[config.mk]
export PLATFORM = sky130hd
export DESIGN_NAME = mc_control_unit
export DESIGN_NICKNAME = d
export VERILOG_FILES = /design/src/rtl/mc_control_unit.sv
export SDC_FILE = /design/constraint.sdc
export NUM_CORES = 1
export LEC_CHECK = 0
export BUFFER_PORTS_ARGS = -buffer_cell sky130_fd_sc_hd__clkbuf_2
export CAP_MARGIN = 20
export CORE_MARGIN = 2
export CORE_UTILIZATION = 40
export CTS_CLUSTER_SIZE = 20
export DETAILED_ROUTE_END_ITERATION = 8
export HOLD_SLACK_MARGIN = 0.08
export PLACE_DENSITY = 0.74
export SETUP_SLACK_MARGIN = 0.05
export SLEW_MARGIN = 0
export SYNTH_ARGS = -nofsm -noshare
export SYNTH_HDL_FRONTEND = slang
export SYNTH_SLANG_ARGS = --single-unit
export TNS_END_PERCENT = 1
[constraint.sdc]
create_clock -name clk -period 4.3 [get_ports clk]
set_clock_uncertainty 0.05 [all_clocks]
set_input_delay 0.645 -clock clk [delete_from_list [all_inputs] [get_ports clk]]
set_output_delay 0.645 -clock clk [all_outputs]
set_load 0.05 [all_outputs]
[src/rtl/mc_control_unit.sv]
// mc_control_unit: multi-cycle ARM-subset controller; sequences the datapath,
// holds the NZCV flag register and evaluates condition codes.
module mc_control_unit (
  input  logic        clk,
  input  logic        reset,
  input  logic [31:0] Instr,
  input  logic [3:0]  ALUFlags,
  output logic        PCWrite,
  output logic        RegWrite,
  output logic        MemWrite,
  output logic        IRWrite,
  output logic        AdrSrc,
  output logic        ALUSrcA,
  output logic        opMul,
  output logic [1:0]  RegSrc,
  output logic [1:0]  ALUSrcB,
  output logic [1:0]  ResultSrc,
  output logic [1:0]  ImmSrc,
  output logic [2:0]  ALUControl,
  output logic [3:0]  State
);
  typedef enum logic [3:0] {
    FETCH, DECODE, EXECR, EXECI, ALUWB, MEMADR, MEMRD, MEMWB, MEMWR, BRANCH
  } state_t;
  state_t state, next;
  logic [3:0] flags, cmd, rd, cond;
  logic [1:0] op;
  logic [2:0] alu_cmd;
  logic i, s, l, is_mul, is_cmp, valid, nop, n, z, c, v, ge, r15;
  logic condex, cond_ok, pcw, rw, mw, irw, unused_bits;
  assign op = Instr[27:26];
  assign i = Instr[25];
  assign cmd = Instr[24:21];
  assign s = Instr[20];
  assign l = Instr[20];
  assign rd = Instr[15:12];
  assign cond = Instr[31:28];
  assign r15 = rd == 4'hf;
  assign unused_bits = ^{Instr[19:16], Instr[11:8], Instr[3:0]};
  assign is_mul = op == 2'b00 && !i && cmd == 4'b0000 && Instr[7:4] == 4'b1001;
  assign is_cmp = op == 2'b00 && cmd == 4'b1010;
  assign valid = cmd == 4'b0100 || cmd == 4'b0010 || cmd == 4'b0000 || cmd == 4'b1100 || cmd == 4'b1010;
  assign nop = op == 2'b11 || (op == 2'b00 && !valid);
  assign alu_cmd = is_mul ? 3'b100 :
                   cmd == 4'b0100 ? 3'b000 :
                   (cmd == 4'b0010 || cmd == 4'b1010) ? 3'b001 :
                   cmd == 4'b0000 ? 3'b010 :
                   cmd == 4'b1100 ? 3'b011 : 3'b000;
  assign {n, z, c, v} = flags;
  assign ge = n == v;
  always_comb begin
    case (cond)
      4'h0: cond_ok = z;
      4'h1: cond_ok = !z;
      4'h2: cond_ok = c;
      4'h3: cond_ok = !c;
      4'h4: cond_ok = n;
      4'h5: cond_ok = !n;
      4'h6: cond_ok = v;
      4'h7: cond_ok = !v;
      4'h8: cond_ok = c && !z;
      4'h9: cond_ok = !c || z;
      4'ha: cond_ok = ge;
      4'hb: cond_ok = !ge;
      4'hc: cond_ok = !z && ge;
      4'hd: cond_ok = z || !ge;
      4'he: cond_ok = 1'b1;
      default: cond_ok = 1'b0;
    endcase
  end
  always_ff @(posedge clk) begin
    if (!reset) begin
      state <= FETCH;
      flags <= 4'b0000;
      condex <= 1'b0;
    end else begin
      state <= next;
      if (state == DECODE) condex <= cond_ok;
      // logical ops and MUL leave C and V untouched
      if ((state == EXECR || state == EXECI) && condex && (s || is_cmp))
        flags <= (alu_cmd[1] || alu_cmd[2]) ? {ALUFlags[3:2], flags[1:0]} : ALUFlags;
    end
  end
  always_comb begin
    next = FETCH;
    pcw = 1'b0;
    rw = 1'b0;
    mw = 1'b0;
    irw = 1'b0;
    AdrSrc = 1'b0;
    ALUSrcA = 1'b0;
    opMul = 1'b0;
    ALUSrcB = 2'b00;
    ResultSrc = 2'b00;
    ALUControl = 3'b000;
    case (state)
      FETCH: begin
        irw = 1'b1;
        ALUSrcA = 1'b1;
        ALUSrcB = 2'b10;
        ResultSrc = 2'b10;
        pcw = 1'b1;
        next = DECODE;
      end
      DECODE: begin
        ALUSrcA = 1'b1;
        ALUSrcB = 2'b10;
        ResultSrc = 2'b10;
        next = (!cond_ok || nop) ? FETCH : op == 2'b01 ? MEMADR : op == 2'b10 ? BRANCH : i ? EXECI : EXECR;
      end
      EXECR, EXECI: begin
        ALUSrcB = state == EXECI ? 2'b01 : 2'b00;
        ALUControl = alu_cmd;
        opMul = is_mul;
        next = is_cmp ? FETCH : ALUWB;
      end
      ALUWB: begin
        rw = !r15;
        pcw = r15;
        opMul = is_mul;
      end
      MEMADR: begin
        ALUSrcB = 2'b01;
        next = l ? MEMRD : MEMWR;
      end
      MEMRD: begin
        AdrSrc = 1'b1;
        next = MEMWB;
      end
      MEMWB: begin
        ResultSrc = 2'b01;
        rw = !r15;
        pcw = r15;
      end
      MEMWR: begin
        AdrSrc = 1'b1;
        mw = 1'b1;
      end
      BRANCH: begin
        ALUSrcB = 2'b01;
        ResultSrc = 2'b10;
        pcw = 1'b1;
      end
      default: next = FETCH;
    endcase
  end
  // write enables are suppressed combinationally while reset is held
  assign PCWrite = pcw && reset;
  assign RegWrite = rw && reset;
  assign MemWrite = mw && reset;
  assign IRWrite = irw && reset;
  assign RegSrc = {op == 2'b01 && !l, op == 2'b10};
  assign ImmSrc = op;
  assign State = state;
endmodule

Yosys cells after proc, flatten, opt, wreduce, memory -nomap -nowiden
Cells that the tools add are included.
Word-level totals
  bits in registers: 9
  bits of input ports: 38
  output and inout port bits: 22
  logic and storage cells: 111
Cells by class
  eq/ne operators: 33
  multiplexer cells: 24
  bitwise operators: 1
  reduce and logical (&&, ||, !) cells: 49
Operators by type and width (count)
  $eq A4 B4 Y1 const B: 13
  $eq A4 B3 Y1 const B: 9
  $eq A4 B2 Y1 const B: 5
  $pmux W4 S5: 1
  $mux W4: 4
  $pmux W1 S15: 1
  $logic_and A1 B1 Y1: 14
  $logic_not A4 Y1: 3
  $logic_or A1 B1 Y1: 12
  $reduce_or A2 Y1: 6
  $logic_not A1 Y1: 10
  $mux W3: 3
  $eq A4 B1 Y1 const B: 2
  $mux W1: 8
  $mux W2: 4
  $pmux W2 S3: 1
  $reduce_or A3 Y1: 2
  $eq A2 B2 Y1 const B: 2
  $pmux W2 S2: 1
  $eq A2 B1 Y1 const B: 1
  $logic_not A2 Y1: 1
  $pmux W1 S2: 1
  $reduce_and A2 Y1: 1
  $eq A1 B1 Y1: 1
  $not A1 Y1: 1

Longest topological paths before layout
  depth in word-level cells: 11
  mapped depth: 6
  gate-level depth less buffers: 6

Worst setup path after synthesis
OpenSTA, ideal clock, no wires.
  kind: flip-flop to output port
  start: register state[2], in the netlist State[2]
  end: output RegWrite
  arrival time: 2.886 ns
  data required time: 3.605 ns
  slack: 0.719 ns
  cell stages (with the launch flop): 5
  buffers on the path: 2
  path through: dfxtp_1 -> clkbuf_1 -> buf_2 -> nand2_1 -> nor4b_1
Between the ends
  word-level cells in the longest chain between the ends: 4
RTL lines
  start: declaration: line 25  | state_t state, next;
  start signal: assignment: line 77  | state <= next;
  $eq A4 B3 Y1: line 96  | case (state)
  $reduce_or A2 Y1 (no line) (*)
  $mux W1 (*)
  $logic_and A1 B1 Y1 (*): line 149  | assign RegWrite = rw && reset;
  end: declaration: line 9  | output logic RegWrite,
Mark *: on every way between the ends. The rest lies on a longest branch, timed or not.

Final worst setup path
  start: input Instr[26]
  end: output opMul
Between the ends
  word-level cells in the longest chain between the ends: 5
RTL lines
  start: declaration: line 6  | input logic [31:0] Instr,
  $logic_not A2 Y1: line 40  | assign is_mul = op == 2'b00 && !i && cmd == 4'b0000 && Instr[7:4] == 4'b1001;
  $logic_and A1 B1 Y1 (3 in series): line 40
  $mux W1: line 96
  end: declaration: line 14  | output logic opMul,
Every way passes these cells.

==> results.cfg <==
[status]
outcome = complete, no violations

[sta]
final_max_slew_viol_count = 0
finalSetupTns_ns = 0
rsz0062_at_grt = no
relSlewSlack = 0.6016
period_minus_slack_ns = 2.674
hold_viol_final = 0
setup-violations-final = 0
fmax_mhz = 373.9
period_share = 0.6219
tightest_slew_ns = 0.5968

[worst_setup_path]
crit_arrival_ns = 1.98
crit_family = simple AND/OR/NAND/NOR gates
r2r_slack_ns = 2.59
path_cells = clkbuf_2, inv_1, ha_1, nor4b_1, nand3_1, nor3_1, clkbuf_2
crit_buf_inv = 3
worstPathRequired_ns = 3.61
slowest_stage = clkbuf_2
crit_path_max_fanout = 4
path_common_cell = clkbuf_2
critPathKind = in -> out
timing.critical_path.from_type = input pin
max_stage_delay_ns = 0.30
setup.worst_path.end_class = output port

[synth]
synth_edf_count = 0
synth_area_leaders = dfxtp_1 17%, nor2b_1 8.4%, ha_1 6.0%, mux2i_1 5.7%, nor3_1 3.8%
netlist_area_sq_um = 1046
synth.most_common_cell = nor2b_1
ys_seq_area_frac = 0.1722
synth_top_area_share = 0.1722
synth_warnings = 0
syn-mean-instance-area_sq_um = 7.924
async_flop_share = 0
synthFlopType = dfxtp_1
synthDistinctLibCells = 47
synth_commonest_cells = 14 x nor2b_1, 10 x nor2_1, 9 x dfxtp_1, 9 x nand2_1, 8 x nor3_1
synthCells = 132
synth-seq-cells = 9
syn_nets = 175
yosys.area.top_type = dfxtp_1

[place]
dp_hpwl_um = 1994
port_buffers = 47
finalWeightedCongestion = 0.7589
dp.cells = 197

[clocking]
ctsRootBufferMaster = clkbuf_4
clock_path_buffers = 2
htreeDepth = 1
cts_buffers = 3
cts_resized = 0
clkTransAtPathRegs_ns = 0.06
cts_tree = yes
cts_sinks = 9
cts-hold-fix-buffers = 0
insertion_delay_ns = 0.26
cts_setup_buffers = 0

[global_routing]
antenna_found_initial = 0
busiest_layer = met2
grt.met3_usage = 0.03763
grt_use_met1 = 0.2204
grt_max_degree = 20
gr-total-overflow = 0
track_usage = 0.1718
grt_first_pass_wirelength_um = 3905
grt_pass1_vias = 931
grt_util_met2 = 0.2956

[drt]
drc = 0
first_iter_violations = 20
vias = 1059
ant_nets = 0
drt_first_pass_iters = 4
wl_per_cell_um = 12.25
via_per_inst = 5.269
wl_um = 2462

[floorplan]
core_sq_um = 2477
io_pins = 60
die_w_um = 55.14
fp.dieArea_sq_um = 3040
start_util = 0.4222
fp.dieH_um = 55.14
rows = 18

[power]
ir_worst_vdd_mv = 0.1793
leakage_uw = 0.0005758
power_density_nw_per_um2 = 215.2
pwr-share-clk = 0.235
p_int_uw = 163.1
power_uw = 274.4
swShare = 0.4058
p_switching_uw = 111.4
seqPwrFrac = 0.349
comb_power_share = 0.416

[layout]
n_antenna_cell = 0
area_growth_pct = 21.89
nNetsFinal = 215
drive_above_1_share = 0.3392
final_cells = 201

[flow_run]
drv_cap = 0

[hold_path]
worstHoldPathType = reg -> reg
[through the flow]
step	setup slack [ns]	hold slack, ns	cell area (sq um)	utilization
floorplan	0.7189	0.4460	1046	-
global route	1.378	0.5337	1275	0.5146
detailed placement	1.636	0.4806	1249	0.5040
CTS	1.623	0.4961	1275	0.5146
global placement	1.646	0.4659	1249	0.5040
finish	1.626	0.4976	1275	0.5146
[state kept, by name (all words and copies together) (netlist names)]
register,count
condex,1
State,4
flags,4
[cells by family (layout without fill, tap and decap cells)]
kind of cell	Yosys count	count (layout)	share of synthesized area
flops	9	9	0.1722
mux	7	7	0.06818
xor+xnor	6	6	0.05024
compound gates	23	23	0.1926
fa+ha+maj	5	5	0.05981
simple gates	67	67	0.3792
buf+inv	15	54	0.07774
[routing by layer]
metal	share of wire	routed length, um
met5	0	0
met4	0	0
met3	0.064	157
met2	0.49	1207
met1	0.45	1096
[path summary, 6_finish.rpt]
path	depth (start not counted)	to	start
min reg2reg	2	condex	condex
max reg2reg	5	State[0]	State[1]
max	7	opMul	Instr[26]
min	2	condex	condex
[power groups by stage]
stage	sequential, uW	clock [uW]	combinational, uW
after floorplan	99.0	0	84.3
after global placement	97.2	0	111
after detailed placement	97.9	0	114
after CTS	95.9	66.7	114
after global routing	97.4	71.2	124
final	95.8	64.6	114
[tightest hold or removal path, cell delays in order, from the launching register on]
cell	delay, ns
dfxtp_1	0.32
o21ai_0	0.08
a21oi_1	0.11
[placed cells by master, fill, tap and decap left out, drive strengths merged, types with 3 or more instances in the layout]
cell / n
o21ai: 5
inv: 3
nand2b: 4
a21oi: 3
nor3: 8
clkbuf: 51
nor2b: 14
ha: 5
xor2: 4
nand2: 9
nor2: 10
nor3b: 4
nand3: 3
nor4b: 3
mux2i: 6
dfxtp: 9
[area by class of cell]
cell class / instances / area [sq um]
well taps: 30 / 37.54
inverters: 3 / 11.26
repair buffers: 47 / 235.2
flip-flops and latches: 9 / 180.2
clock buffers: 4 / 26.28
multi-input cells: 108 / 784.5
fillers: 245 / 1202
(Power assumes the default switching activity.)
